## src/rtl/fetch_pkg.sv

```systemverilog
// Shared fetch-path types and widths used by program_counter, fetch_queue and decode.
package fetch_pkg;

  localparam int ADDR_W   = 32;
  localparam int INSTR_W  = 32;
  localparam int FQ_DEPTH = 4;

  typedef struct packed {
    logic [ADDR_W-1:0]  pc;
    logic [INSTR_W-1:0] instr;
  } fetch_entry_t;

endpackage

```

## src/rtl/fq_ptr.sv

```systemverilog
// Wrapping FIFO pointer: synchronous active-low reset, synchronous clear, increment enable.
module fq_ptr #(
  parameter int W = 2
) (
  input  logic         clk,
  input  logic         rst,
  input  logic         clr,
  input  logic         inc,
  output logic [W-1:0] ptr
);

  // Width equals log2(DEPTH), so the +1 wraps DEPTH-1 back to 0 for free.
  always_ff @(posedge clk) begin
    if (!rst)     ptr <= '0;
    else if (clr) ptr <= '0;
    else if (inc) ptr <= ptr + W'(1);
  end

endmodule

```

## src/rtl/fetch_queue.sv

```systemverilog
// Instruction prefetch FIFO between program_counter and decode; flush drops wrong-path entries.
// Optional same-cycle empty-queue bypass enabled by defining FETCH_QUEUE_BYPASS_EN.
module fetch_queue #(
  parameter int DEPTH   = fetch_pkg::FQ_DEPTH,
  parameter int ADDR_W  = fetch_pkg::ADDR_W,
  parameter int INSTR_W = fetch_pkg::INSTR_W,
  localparam int PW     = $clog2(DEPTH),
  localparam int CW     = $clog2(DEPTH) + 1
) (
  input  logic               clk,
  input  logic               rst,
  input  logic [ADDR_W-1:0]  address,
  input  logic [INSTR_W-1:0] instr,
  input  logic               fetch_valid,
  output logic               fetch_ready,
  input  logic               flush,
  output logic               dec_valid,
  input  logic               dec_ready,
  output logic [ADDR_W-1:0]  dec_pc,
  output logic [INSTR_W-1:0] dec_instr,
  output logic [CW-1:0]      count
);

  typedef struct packed {
    logic [ADDR_W-1:0]  pc;
    logic [INSTR_W-1:0] instr;
  } entry_t;

  entry_t          mem [DEPTH];
  logic [PW-1:0]   rd_ptr, wr_ptr;
  logic [CW-1:0]   count_q;
  logic            empty, byp, wr_en, rd_en;
  entry_t          head;

  assign empty       = (count_q == '0);
  assign fetch_ready = (count_q != CW'(DEPTH));

`ifdef FETCH_QUEUE_BYPASS_EN
  assign byp = empty && fetch_valid && !flush;
`else
  assign byp = 1'b0;
`endif

  // A bypassed pair that decode takes this cycle never touches storage.
  assign wr_en = fetch_valid && fetch_ready && !flush && !(byp && dec_ready);
  assign rd_en = dec_ready && !empty && !flush;

  assign head      = mem[rd_ptr];
  assign dec_valid = !empty || byp;
  assign dec_pc    = byp ? address : head.pc;
  assign dec_instr = byp ? instr   : head.instr;
  assign count     = count_q;

  fq_ptr #(.W(PW)) u_rd_ptr (
    .clk (clk),
    .rst (rst),
    .clr (flush),
    .inc (rd_en),
    .ptr (rd_ptr)
  );

  fq_ptr #(.W(PW)) u_wr_ptr (
    .clk (clk),
    .rst (rst),
    .clr (flush),
    .inc (wr_en),
    .ptr (wr_ptr)
  );

  always_ff @(posedge clk) begin
    if (!rst)       count_q <= '0;
    else if (flush) count_q <= '0;
    else            count_q <= count_q + CW'(wr_en) - CW'(rd_en);
  end

  // Storage is deliberately left out of reset; only occupancy defines validity.
  always_ff @(posedge clk) begin
    if (wr_en) mem[wr_ptr] <= '{pc: address, instr: instr};
  end

endmodule

```

## config.mk

```make
export PLATFORM = sky130hd
export DESIGN_NAME = fetch_queue
export DESIGN_NICKNAME = d
export VERILOG_FILES = /design/src/rtl/fetch_pkg.sv /design/src/rtl/fq_ptr.sv /design/src/rtl/fetch_queue.sv
export SDC_FILE = /design/constraint.sdc
export NUM_CORES = 1
export LEC_CHECK = 0
export CORE_MARGIN = 1.5
export CORE_UTILIZATION = 30
export DETAILED_ROUTE_END_ITERATION = 10
export SLEW_MARGIN = 20
export SYNTH_ARGS = -nofsm -noshare
export SYNTH_HDL_FRONTEND = slang
export SYNTH_HIERARCHICAL = 1
export SYNTH_SLANG_ARGS = --single-unit
```

## constraint.sdc

```tcl
create_clock -name clk -period 13.2 [get_ports clk]
set_clock_uncertainty 0.2 [all_clocks]
set_input_delay 3.3 -clock clk [delete_from_list [all_inputs] [get_ports clk]]
set_output_delay 3.3 -clock clk [all_outputs]
set_load 0.05 [all_outputs]
```

**Yosys cells after proc, flatten, opt, wreduce, memory -nomap -nowiden**

Memory sizes are Yosys's and may differ from the RTL's. A register that Yosys moved wholly into a read port is not among the register bits.
Index checks and enable logic that the tools add are counted.

- Add/subtract/negate cells: 4
- Div/mod/pow operators: 0
- Bitwise logic cells: 1
- Multipliers: 0
- Shift-type cells: 0
- $lt $le $gt $ge: 0
- Reduce and logical (&&, ||, !) cells: 8
- Mux-type cells: 4
- Equal/unequal tests: 1

Operators with widths:

| operator | count |
|---|---|
| $add 2x1->2 const B | 2 |
| $logic_and 1x1->1 | 4 |
| $mux 2 | 2 |
| $add 3x1->3 | 1 |
| $logic_not 3->1 | 1 |
| $ne 3x3->1 const B | 1 |
| $sub 3x1->3 | 1 |
| $logic_not 1->1 | 2 |
| $mux 1 | 2 |
| $reduce_or 2->1 | 1 |
| $not 1->1 | 1 |

- Memories: 1
- Word-level logic and storage cells: 22
- Output and inout bits: 69
- RAM bits: 256
- Input port bits: 69
- Latch bits: 0
- Register bits after elaboration: 7
- Bits in read-only memories: 0

Memories:

| memory | depth | bits a word | rd ports | clocked after memory_dff | write ports | line | RTL |
|---|---|---|---|---|---|---|---|
| mem | 4 | 64 | 1 | 1 | 1 | fetch_queue.sv:29 | `entry_t mem [DEPTH];` |

**Depth between registers and ports, before layout**

Gate-level depths: netlist of run 1.

- Depth after elaboration: 6
- Depth in mapped cells: 9
- Depth with buffers taken out: 9

**Modules after synthesis**

Netlist of run 1, hierarchy kept.

Modules (own cells, without submodules):

| module | times used | area an instance (um^2) | cells each | seq. area each (um^2) |
|---|---|---|---|---|
| fetch_queue | 1 | 9541.7 | 360 | 7747.4 |
| fq_ptr | 2 | 85.1 | 8 | 40.0 |

**Worst setup path after synthesis of run 1**

Ideal clock, no wire load.

- Path kind: input port to flip-flop
- Start: input port flush
- End: memory mem[2][0] (netlist bit), enable pin
- Library setup time: 0.666 ns
- Arrival time: 10.113 ns
- Stages on the path: 2
- Required time: 12.334 ns
- Path buffers: 0
- Setup slack: 2.221 ns
- Cells stage by stage: nand2b_1 -> nor4b_1

- Longest elaborated chain between the ends: 4

RTL lines:

| what | line | RTL |
|---|---|---|
| from (decl) | fetch_queue.sv:16 | `input logic flush,` |
| $logic_not 1->1 | fetch_queue.sv:45 | `assign wr_en = fetch_valid && fetch_ready && !flush && !(byp && dec_ready);` |
| $logic_and 1x1->1 | fetch_queue.sv:45 |  |
| $mux 1 | fetch_queue.sv:78 | `if (wr_en) mem[wr_ptr] <= '{pc: address, instr: instr};` |
| $mux 1 (implied by the code) | fetch_queue.sv:78 |  |
| to (decl) | fetch_queue.sv:29 |  |

Every way passes these cells.

==> summary by stage, run 1 <==
Synth
The cell area that synthesis handed to floorplanning was 9710 um2. By area the synthesized netlist is led by sky130_fd_sc_hd__edfxtp_1 79%, sky130_fd_sc_hd__mux4_2 14%, sky130_fd_sc_hd__dfxtp_1 1.4%, sky130_fd_sc_hd__buf_12 1.2%, sky130_fd_sc_hd__mux4_1 1.1%. Of all flip-flops after synthesis, the portion carrying an async set or reset was 0%.

The total of warnings raised by yosys is 6. The number of cells produced by synthesis is 376. The number of distinct library cells after synthesis is 26.

The flip-flop cell with the highest count after synthesis is sky130_fd_sc_hd__edfxtp_1. The number of nets in the synthesized netlist is 448. Yosys instantiated no cell more often than sky130_fd_sc_hd__edfxtp_1. By count the netlist is led by 256 x sky130_fd_sc_hd__edfxtp_1, 60 x sky130_fd_sc_hd__mux4_2, 7 x sky130_fd_sc_hd__dfxtp_1.

The number of flops mapped to enable cells by yosys is 256. sky130_fd_sc_hd__edfxtp_1 takes more of the synthesized area than any other cell. Sequential elements use 80.6% of the synthesized area. The average size of a mapped cell is 25.8 um2. The area share of the leading cell type in the synthesized netlist is 79.2%. The register bit total from synthesis is 263.

Clock tree
The clock network latency to the later pin of the worst-skew pair is 540 ps. The CTS H-tree depth is 1. The clock drives 263 sinks.

The maximum count of clock buffers along a single path is 3. Buffers inserted during clock tree synthesis total 28. TritonCTS built the clock tree. In this run, post-CTS hold repair placed 0 buffers. The post-CTS setup buffer count is 0.

The clock slew seen by the registers of the worst setup and hold paths is 60 ps. Once the clock tree was built, the resizer swapped 0 gates to a different size. The clock root buffer master is sky130_fd_sc_hd__clkbuf_16.

Final layout
The post-synthesis to final-layout area growth is 27.6%. The repair_antennas step left the layout with diodes totalling 0. The number of inserted filler cells in the final layout is 2819. The ratio of cells with drive above 1 in the final layout is 21.1%.

The count of nets after finishing is 610.

GRT
The total global routing overflow is 0. The pin count of the biggest net entering global routing is 67. The first global-routing pass estimated 28.2 mm of wire. In the global route stage, overall resource usage came out at 11.1%.

The initial antenna violation count came to 1. The via count of the first global-routing pass is 4882.

Detailed routing
In this run, the number of DRC markers left after iteration 0 of detailed routing was 209. The total DRC errors in the routed layout is 0. The antenna violation net count after detailed routing is 0. The sum of routed wire length over all layers is 18.3 mm. After detailed routing, the number of vias per cell comes to 4.58. Dividing the detail-routed wire length by the instance count gives 19.1 um.

The number of iterations in the first detailed-routing pass is 4. The via total after detailed routing is 4396.

Die
The I/O pin count is 138. The die covers 33500 um2. The initial standard-cell utilization of the core is 30.6%. In this run the vertical extent of the chip is 183 um.

The core region is 31700 um2. The total number of placement rows is 65. From left edge to right edge, the die measures 183 um.

STA
The number of pins with negative max-slew slack in the final report is 0. The hold violation count in the final report was 0. Static timing analysis puts the maximum clock frequency at 144 MHz.

The worst path uses 52.5% of the clock period. The smallest clock period supported by the final layout is computed as 6930 ps. For the pin with the worst max-slew slack, the measured transition is 1020 ps. The total setup violations reported at the end of the flow is 0. Headroom to the max-slew limit came out at 31.7%. Setup repair after global routing left no endpoint under its margin.

After routing, the total negative slack on setup checks comes to 0 ps.

Hold path
The startpoint identified for the worst hold timing path is u_wr_ptr/ptr[0]$_SDFFE_PP0P_. The worst hold path belongs to the class reg -> reg.

Worst setup path
The minimum setup slack among reg-to-reg paths is 10370 ps. In this design, the stage delay of the slowest critical-path cell is 780 ps. In this run the worst path has a maximum fanout of 35. Data on the critical path arrives at its endpoint at 3430 ps. The worst setup path is launched from a flop. For the worst setup path, the data required time is 9700 ps.

The origin of the worst setup path is u_rd_ptr/ptr[0]$_SDFFE_PP0P_. The cell class contributing the biggest share of worst-path delay is buffers and inverters. The slowest stage of the critical path belongs to the cell sky130_fd_sc_hd__dfxtp_4. The signal on the critical path passes through buf_4 > mux4_1 > clkdlybuf4s50_1. The worst setup path is captured at an output pin. The kind of critical path is reg -> out. The buffer and inverter count on the worst path is 2. The worst register-to-register path begins at count[1]$_SDFF_PP0_.

Power
The cell area power density is 143 nW/um2. VDD sags by at most 0.0000797 V. After layout, the design draws a total of 1.77 mW. In this run the static leakage power is 3.82 nW.

Place
Summed over all nets, the half-perimeter wirelength after detailed placement is 10.8 mm. At the end of routability-driven placement, the weighted congestion stood at 0.661. The count of input and output buffers is 137.

Outcome
The run finished with clean final reports.

Run
The count of maximum capacitance violations is 0.
## report_power, final
part	internal, mW	switching [mW]
sequential	0.929	0.00355
clock	0.428	0.305
combinational	0.0457	0.0628
## placed cells by master, fill, tap and decap left out, types with 2 or more instances in the layout
master / instances
sky130_fd_sc_hd__edfxtp_1: 256
sky130_fd_sc_hd__clkdlybuf4s50_1: 137
sky130_fd_sc_hd__mux4_2: 60
sky130_fd_sc_hd__clkbuf_16: 28
sky130_fd_sc_hd__buf_4: 9
sky130_fd_sc_hd__nor2_1: 6
sky130_fd_sc_hd__clkbuf_1: 5
sky130_fd_sc_hd__clkinv_1: 5
sky130_fd_sc_hd__clkinv_2: 5
sky130_fd_sc_hd__dfxtp_1: 5
sky130_fd_sc_hd__nand2b_1: 4
sky130_fd_sc_hd__inv_1: 4
sky130_fd_sc_hd__mux4_1: 4
sky130_fd_sc_hd__nor4b_2: 2
sky130_fd_sc_hd__ha_1: 2
sky130_fd_sc_hd__clkinvlp_4: 2
sky130_fd_sc_hd__bufinv_16: 2
sky130_fd_sc_hd__xnor2_1: 2
sky130_fd_sc_hd__a21bo_1: 2
sky130_fd_sc_hd__nand3b_1: 2
sky130_fd_sc_hd__a21oi_2: 2
sky130_fd_sc_hd__dfxtp_4: 2
## worst paths after layout
kind / endpoint / depth (start not counted)
worst min register to register: u_wr_ptr/ptr[1]$_SDFFE_PP0P_ / 2
worst min-delay path: u_wr_ptr/ptr[1]$_SDFFE_PP0P_ / 2
worst max-delay path: dec_instr[1] / 3
worst max register to register: count[2]$_SDFF_PP0_ / 9
## kinds of logic (layout without fill, tap and decap cells)
logic type	after synthesis	count (layout)	synth area share (%)
DFF	263	263	80.6
muxes	64	64	15.0
and+or+nand+nor	21	21	1.28
buffers and inverters	18	200	1.87
AOI/OAI and AO/OA	4	4	0.387
adders and majority gates	3	3	0.464
xor gates and xnor gates	3	3	0.412
## metrics by stage
step | instance area, um2 | hold slack (ps) | setup WS [ps] | std cells | util, %
2_1_floorplan | 9710 | 325 | 2220 | 376 | -
3_3_place_gp | 11500 | 383 | 6740 | 910 | 36.3
3_5_place_dp | 11500 | 412 | 6710 | 910 | 36.3
4_1_cts | 12400 | 425 | 6130 | 960 | 39.1
5_1_grt | 12400 | 463 | 6000 | 960 | 39.1
6_report | 12400 | 421 | 6270 | 960 | 39.1
## cell type report
cell class | count | area [um2] | area share [%]
clock inverter | 17 | 153 | 1.23
clock buffer | 33 | 719 | 5.81
tap | 402 | 503 | 4.06
sequential | 263 | 7840 | 63.2
inverter | 4 | 15.0 | 0.121
multi-input combinational | 95 | 1730 | 13.9
timing repair buffer | 146 | 1440 | 11.6
## registers in the layout (all words and copies together), names as in the netlist
signal / cells
u_wr_ptr/ptr: 2
count: 3
u_rd_ptr/ptr: 2
mem: 256
## worst min-delay path: stages (launching register included)
cell and delay (ps):
sky130_fd_sc_hd__dfxtp_1 380, sky130_fd_sc_hd__nand3b_1 140, sky130_fd_sc_hd__a21oi_2 60
## per-layer routing
layer | vias up | part of all wire, % | GRT usage (%)
met5 | - | 0.049 | 0
met1 | 2299 | 41 | 13.8
met2 | 123 | 51 | 19.0
li1 | 1944 | - | -
met3 | 28 | 6.7 | 3.18
met4 | 2 | 1.8 | 2.98
No activity file was read; power rests on OpenSTA's default activity.
==> run 2, diff against run 1 <==
Clock period 13.2 ns to 6.18 ns, I/O delays scaled along.
==> summary by stage, run 2 (synthesis results as in run 1) <==
Outcome
The flow ran to the end, and the final reports show no timing, DRC or antenna violations.

Detailed routing
The average via count per standard cell is 4.59 (+0.20%). The sum of routed wire length over all layers is 18.2 mm (-0.54%). After detailed routing, no signal wire sits above met5. The antenna violation net count after detailed routing came to 0 (unchanged). The total DRC errors in the routed layout is 0 (unchanged).

The number of violations reported at the end of detailed-routing iteration 0 was 326 (+56%). The detailed-route wire length on metal 1 is 7.72 mm (+3.2%). The via total after detailed routing came to 4400 (+0.091%). The post-detailed-route wirelength per cell is 19.0 um (-0.44%).

The routed wire length on met3 is 1.06 mm (-13%). The number of iterations in the first detailed-routing pass is 4 (unchanged). The length of routed met2 wiring is 9.10 mm (-1.8%).

Place
The estimated wirelength of the detail-placed design is 10.7 mm (-1.4%). The count of input and output buffers is 137 (unchanged). The final weighted congestion in routability-driven placement came to 0.712 (+7.7%).

Clock tree
CTS placed an instance of sky130_fd_sc_hd__clkbuf_16 at the clock tree root. The post-CTS setup buffer count is 0 (unchanged). The number of sinks handled by clock tree synthesis is 263 (unchanged).

The clock slew seen by the registers of the worst setup and hold paths is 60 ps (about the same). The total CTS buffers is 27 (-3.6%). The maximum count of clock buffers along a single path is 3 (unchanged).

The number of gates given a new drive strength after cts is 0 (unchanged). The clock network latency to the later pin of the worst-skew pair is 520 ps (-20 ps). The hold buffer count at CTS came to 0 (unchanged).

The CTS H-tree depth was 1 (unchanged). TritonCTS built the clock tree.

Worst setup path
The kind of launch point of the worst setup path is a flop. Traced cell by cell, the critical path runs through buf_12 > mux4_1 > clkdlybuf4s50_1. The largest fanout on the critical path is 36 (+2.9%).

The data arrival time of the worst path is 3030 ps (-400 ps). The kind of capture point of the worst setup path is an output pin. The slowest cell on the critical path is sky130_fd_sc_hd__dfxtp_4. The kind of critical path is reg -> out. The stage delay of the slowest cell on the critical path is 780 ps (about the same).

The required time reported for the critical path endpoint was 4430 ps (-5270 ps).

Final layout
The utilization of the core after routing came to 39.0% (about the same). The ratio of cells with drive above 1 in the final layout came to 20.6% (-0.50 points). The diode insertion count for antenna repair is 0 (unchanged). The sequential standard cell area is 7840 um2 (unchanged). The number of inserted filler cells in the final layout was 2839 (+0.71%).

The count of nets after finishing is 609 (-0.16%). In the layout the commonest cells are 256 x sky130_fd_sc_hd__edfxtp_1, 137 x sky130_fd_sc_hd__clkdlybuf4s50_1, 60 x sky130_fd_sc_hd__mux4_2. The post-synthesis to final-layout area growth is 27.5% (about the same). Counting flops per register, the top entry is mem.

The total area of multi-input combinational cells was 1730 um2 (unchanged). The flip-flop count of the largest register, all copies and words added is 256 (unchanged). The library cell used most frequently in the layout, excluding fill and tap cells, is sky130_fd_sc_hd__edfxtp_1.

Die
The total number of placement rows came to 65 (unchanged). The vertical extent of the die is 183 um (unchanged). The die span in x is 183 um (unchanged).

The initial standard-cell utilization of the core is 30.6% (unchanged). The I/O pin count is 138 (unchanged). The placeable core area was 31700 um2 (unchanged). The die area came to 33500 um2 (unchanged).

Hold path
The worst hold path belongs to the class reg -> reg.

GRT
The wire length of the first global-routing pass is 27.9 mm (-1.0%). The pin count of the biggest net entering global routing is 67 (unchanged). The via count of the first global-routing pass is 4860 (-0.45%). The total global routing overflow is 0 (unchanged). The initial antenna violation count is 1 (unchanged).

The global-route usage over all layers was 10.9% (-0.15 points).

Power
The largest vdd supply drop is 0.000154 V (+93%). The cell area power density was 305 nW/um2 (+110%). The total power draw is 3.78 mW (+110%). The static leakage is 3.82 nW (about the same).

STA
The total setup violations reported at the end of the flow is 0 (unchanged). Timing would allow up to 209 MHz. The number of pins with negative max-slew slack in the final report is 0 (unchanged). The period utilization is 77.3%. The actual slew at the worst max-slew pin is 1120 ps (+92.2 ps). Setup repair after global routing left no endpoint under its margin.

The worst hold margin is 422 ps (+1.77 ps). The time the final worst path needs with I/O delays and setup is 4780 ps. The normalized max-slew margin is 25.4% (-6.3 points). The hold violation count in the final report is 0 (unchanged).

Run
The count of maximum capacitance violations is 0 (unchanged).
[run 2: cell count changes in the layout (fill, tap and decap cells not counted)]
cell	previous run	this run
sky130_fd_sc_hd__buf_12	0	1
sky130_fd_sc_hd__buf_4	9	8
sky130_fd_sc_hd__bufinv_16	2	3
sky130_fd_sc_hd__clkbuf_1	5	8
sky130_fd_sc_hd__clkbuf_16	28	27
sky130_fd_sc_hd__clkinv_1	5	4
sky130_fd_sc_hd__clkinv_8	1	0
sky130_fd_sc_hd__clkinvlp_4	2	0
[run 2: critical path, delay by kind of cell, from the launching register on]
| family | cells | cell delay (ps) |
|---|---|---|
| buffers and inverters | 2 | 1100 |
| flip-flops | 1 | 780 |
| multiplexers | 1 | 600 |
[run 2: final timing paths]
path	from	endpoint	slack (ps)	cells past startpoint
hold / removal	u_wr_ptr/ptr[0]$_SDFFE_PP0P_	u_wr_ptr/ptr[1]$_SDFFE_PP0P_	420	2
setup reg to reg	count[2]$_SDFF_PP0_	count[2]$_SDFF_PP0_	3190	9
setup / recovery	u_rd_ptr/ptr[0]$_SDFFE_PP0P_	dec_instr[1]	1400	3
hold reg to reg	u_wr_ptr/ptr[0]$_SDFFE_PP0P_	u_wr_ptr/ptr[1]$_SDFFE_PP0P_	420	2
[run 2: power by group]
part	switching, mW	leakage [nW]	internal, mW	total (mW)
Clock	0.627	0.419	0.928	1.56
Sequential	0.00776	2.38	1.98	1.99
Combinational	0.134	1.02	0.0978	0.232
[run 2: layer usage]
metal / GRT usage (%) / vias to the layer above
met3: 2.82 / 35
met1: 13.6 / 2301
met2: 19.0 / 124
li1: - / 1938
met4: 2.95 / 2
met5: 0 / -
[run 2: cell type report]
cell class                 count  area share [%]
clock buffer                  35            5.70
clock inverter                14            1.19
inverter                       4           0.121
multi-input combinational     95            13.9
sequential                   263            63.3
tap                          402            4.06
timing repair buffer         146            11.7
[run 2: stage by stage]
step | setup WS [ps] | TNS [ps] | std cells | area (um2)
after detailed placement | 1860 | 0 | 910 | 11500
after CTS | 1280 | 0 | 959 | 12400
after floorplan | -3040 | -596100 | 376 | 9710
after global placement | 1830 | 0 | 910 | 11500
after global routing | 1190 | 0 | 959 | 12400
final | 1400 | 0 | 959 | 12400
==> run 3, diff against run 2 <==
Clock period 6.18 ns to 4.3 ns, I/O delays scaled along.
==> summary by stage, run 3 (synthesis results as in run 1) <==
Hold path
The kind of path behind the tightest hold check is reg -> reg. The worst min-delay path startpoint is u_wr_ptr/ptr[0]$_SDFFE_PP0P_.

Power
The share of power burned in the clock network is 42.9% (+1.8 points). The share of total power in sequential cells is 51.1% (-1.6 points). The cell area power density is 445 nW/um2 (+46%). The largest vdd supply drop is 0.000257 V (+67%). The net switching power figure is 1.12 mW (+45%).

The share of total power consumed by net switching is 19.9% (-0.42 points). The part of the power in combinational logic is 6.0% (about the same). The static leakage was 3.89 nW (+1.9%). The design internal power is 4.49 mW (+49%). The total power draw is 5.60 mW (+48%).

STA
The smallest clock period supported by the final layout is computed as 4060 ps. The setup slack of the critical path after layout is 238 ps (-1160 ps). The number of pins with negative max-slew slack in the final report is 0 (unchanged). The period utilization is 94.5%.

The normalized max-slew margin is 52.5% (+27 points). The total setup violations reported at the end of the flow came to 0 (unchanged). The hold violation count in the final report is 0 (unchanged). The final total negative setup slack is 0 ps (unchanged). The actual slew at the worst max-slew pin is 713 ps (-404 ps).

Timing would allow up to 246 MHz. Setup repair after global routing left no endpoint under its margin. The worst hold margin came to 475 ps (+52.9 ps).

Die
The I/O pin count is 138 (unchanged). The initial standard-cell utilization of the core is 30.6% (unchanged). The die area came to 33500 um2 (unchanged). The die span in x came to 183 um (unchanged). The total number of placement rows is 65 (unchanged). The placeable core area is 31700 um2 (unchanged). The vertical extent of the die is 183 um (unchanged).

GRT
The via count of the first global-routing pass is 4953 (+1.9%). The global-route usage over all layers was 11.3% (+0.37 points). The routing usage on met1 was 14.7% (+1.1 points).

The routing usage on met2 is 19.1% (+0.11 points). The wire length of the first global-routing pass was 28.8 mm (+3.3%). The pin count of the biggest net entering global routing is 44 (-34%). The initial antenna violation count is 1 (unchanged). The total global routing overflow is 0 (unchanged).

met2 is the most crowded layer. The global routing usage on met3 came to 2.90% (+0.079 points).

Detailed routing
The sum of routed wire length over all layers came to 18.9 mm (+3.6%). The average via count per standard cell is 4.55 (-0.74%). The number of iterations in the first detailed-routing pass is 4 (unchanged).

The total DRC errors in the routed layout is 0 (unchanged). The via total after detailed routing is 4413 (+0.30%). The number of violations reported at the end of detailed-routing iteration 0 was 224 (-31%). The antenna violation net count after detailed routing is 0 (unchanged). The post-detailed-route wirelength per cell was 19.5 um (+2.6%).

Clock tree
The post-CTS setup buffer count is 0 (unchanged). The total CTS buffers is 29 (+7.4%). CTS placed an instance of sky130_fd_sc_hd__clkbuf_16 at the clock tree root.

The number of gates given a new drive strength after cts came to 0 (unchanged). The clock slew seen by the registers of the worst setup and hold paths is 60 ps (about the same). TritonCTS built the clock tree. The CTS H-tree depth came to 1 (unchanged).

The clock network latency to the later pin of the worst-skew pair came to 520 ps (about the same). The hold buffer count at CTS was 0 (unchanged). The number of sinks handled by clock tree synthesis was 263 (unchanged). The maximum count of clock buffers along a single path is 3 (unchanged).

Final layout
The ratio of cells with drive above 1 in the final layout is 21.6% (+0.91 points). The most common cell after layout, fill and taps aside is sky130_fd_sc_hd__edfxtp_1. The total non-filler cell area in the finished layout is 12600 um2 (+1.7%). The largest register by flop count is mem. The count of nets after finishing is 617 (+1.3%). The flip-flop count of the largest register, all copies and words added was 256 (unchanged).

The post-synthesis to final-layout area growth is 29.7%. The library cells used most frequently in the layout, excluding fill and tap cells, are 256 x sky130_fd_sc_hd__edfxtp_1, 137 x sky130_fd_sc_hd__clkdlybuf4s50_1, 60 x sky130_fd_sc_hd__mux4_2.

Worst setup path
The kind of cell with the highest combined delay along the critical path is buffers and inverters. The stage delay of the slowest cell on the critical path is 710 ps (-70 ps). STA classifies the critical path startpoint as a flop. The largest fanout on the critical path is 23 (-36%).

The required time reported for the critical path endpoint is 3020 ps (-1410 ps). The worst setup path is of the reg -> out kind. The worst flop-to-flop path startpoint is count[1]$_SDFF_PP0_. The data arrival time of the worst path is 2790 ps (-240 ps).

The buffer and inverter count on the worst path is 2 (unchanged). Tracing the worst setup path back leads to its startpoint at u_rd_ptr/ptr[0]$_SDFFE_PP0P_. The slowest stage of the critical path belongs to the cell sky130_fd_sc_hd__clkdlybuf4s50_1.

STA classifies the critical path endpoint as an output pin. Traced cell by cell, the critical path runs through buf_4 > mux4_1 > clkdlybuf4s50_1.

Place
The setup slack after placement was 713 ps (-1150 ps). The count of input and output buffers was 137 (unchanged). The estimated wirelength of the detail-placed design is 11.3 mm (+5.2%). The instance area after placement is 11700 um2 (+1.1%). The final weighted congestion in routability-driven placement is 0.720 (+1.1%).

Run
The count of maximum capacitance violations came to 0 (unchanged).

Outcome
The run finished with clean final reports.
## run 3: changes by cell type in the layout (fill, tap and decap cells not counted), sizes merged
cell,change
clkinv,-4
clkbuf,+5
diode,+1
bufinv,+1
clkinvlp,+2
inv,-1
buf,+6
## run 3: layout make-up
| cell class | instances | area, um2 |
|---|---|---|
| Sequential cell | 263 | 7840 |
| Antenna cell | 1 | 2.50 |
| Fill cell | 2803 | 19100 |
| Multi-Input combinational cell | 95 | 1760 |
| Clock buffer | 40 | 777 |
| Inverter | 4 | 15.0 |
| Clock inverter | 12 | 160 |
| Timing Repair Buffer | 152 | 1550 |
| Tap cell | 402 | 503 |
## run 3: through the flow
step           cells  utilization (%)
5_1_grt          968             39.7
4_1_cts          968             39.7
3_3_place_gp     916             36.8
3_5_place_dp     916             36.8
2_1_floorplan    376                -
6_report         969             39.7
## run 3: final timing paths
path	slack, ps	end	cells after the start
max	240	dec_instr[1]	3
min	480	u_wr_ptr/ptr[1]$_SDFFE_PP0P_	2
max reg2reg	1800	count[2]$_SDFF_PP0_	10
min reg2reg	480	u_wr_ptr/ptr[1]$_SDFFE_PP0P_	2
## run 3: power groups by stage
stage | clock, mW | sequential [mW] | combinational (mW)
after global routing | 2.58 | 2.87 | 0.357
after CTS | 2.48 | 2.86 | 0.343
after detailed placement | 0 | 2.92 | 0.342
after global placement | 0 | 2.91 | 0.333
after floorplan | 0 | 2.92 | 0.174
final | 2.40 | 2.86 | 0.338
## run 3: metal layers
| metal | up-vias | routed length [um] |
|---|---|---|
| li1 | 1954 | - |
| met1 | 2303 | 8270 |
| met2 | 132 | 9180 |
| met3 | 24 | 1140 |
| met4 | 0 | 278 |
| met5 | - | 0 |
## run 3: tightest hold or removal path: stages, from the launching register on
cell and delay (ps):
sky130_fd_sc_hd__dfxtp_1 410, sky130_fd_sc_hd__nand3b_1 160, sky130_fd_sc_hd__a21oi_2 60
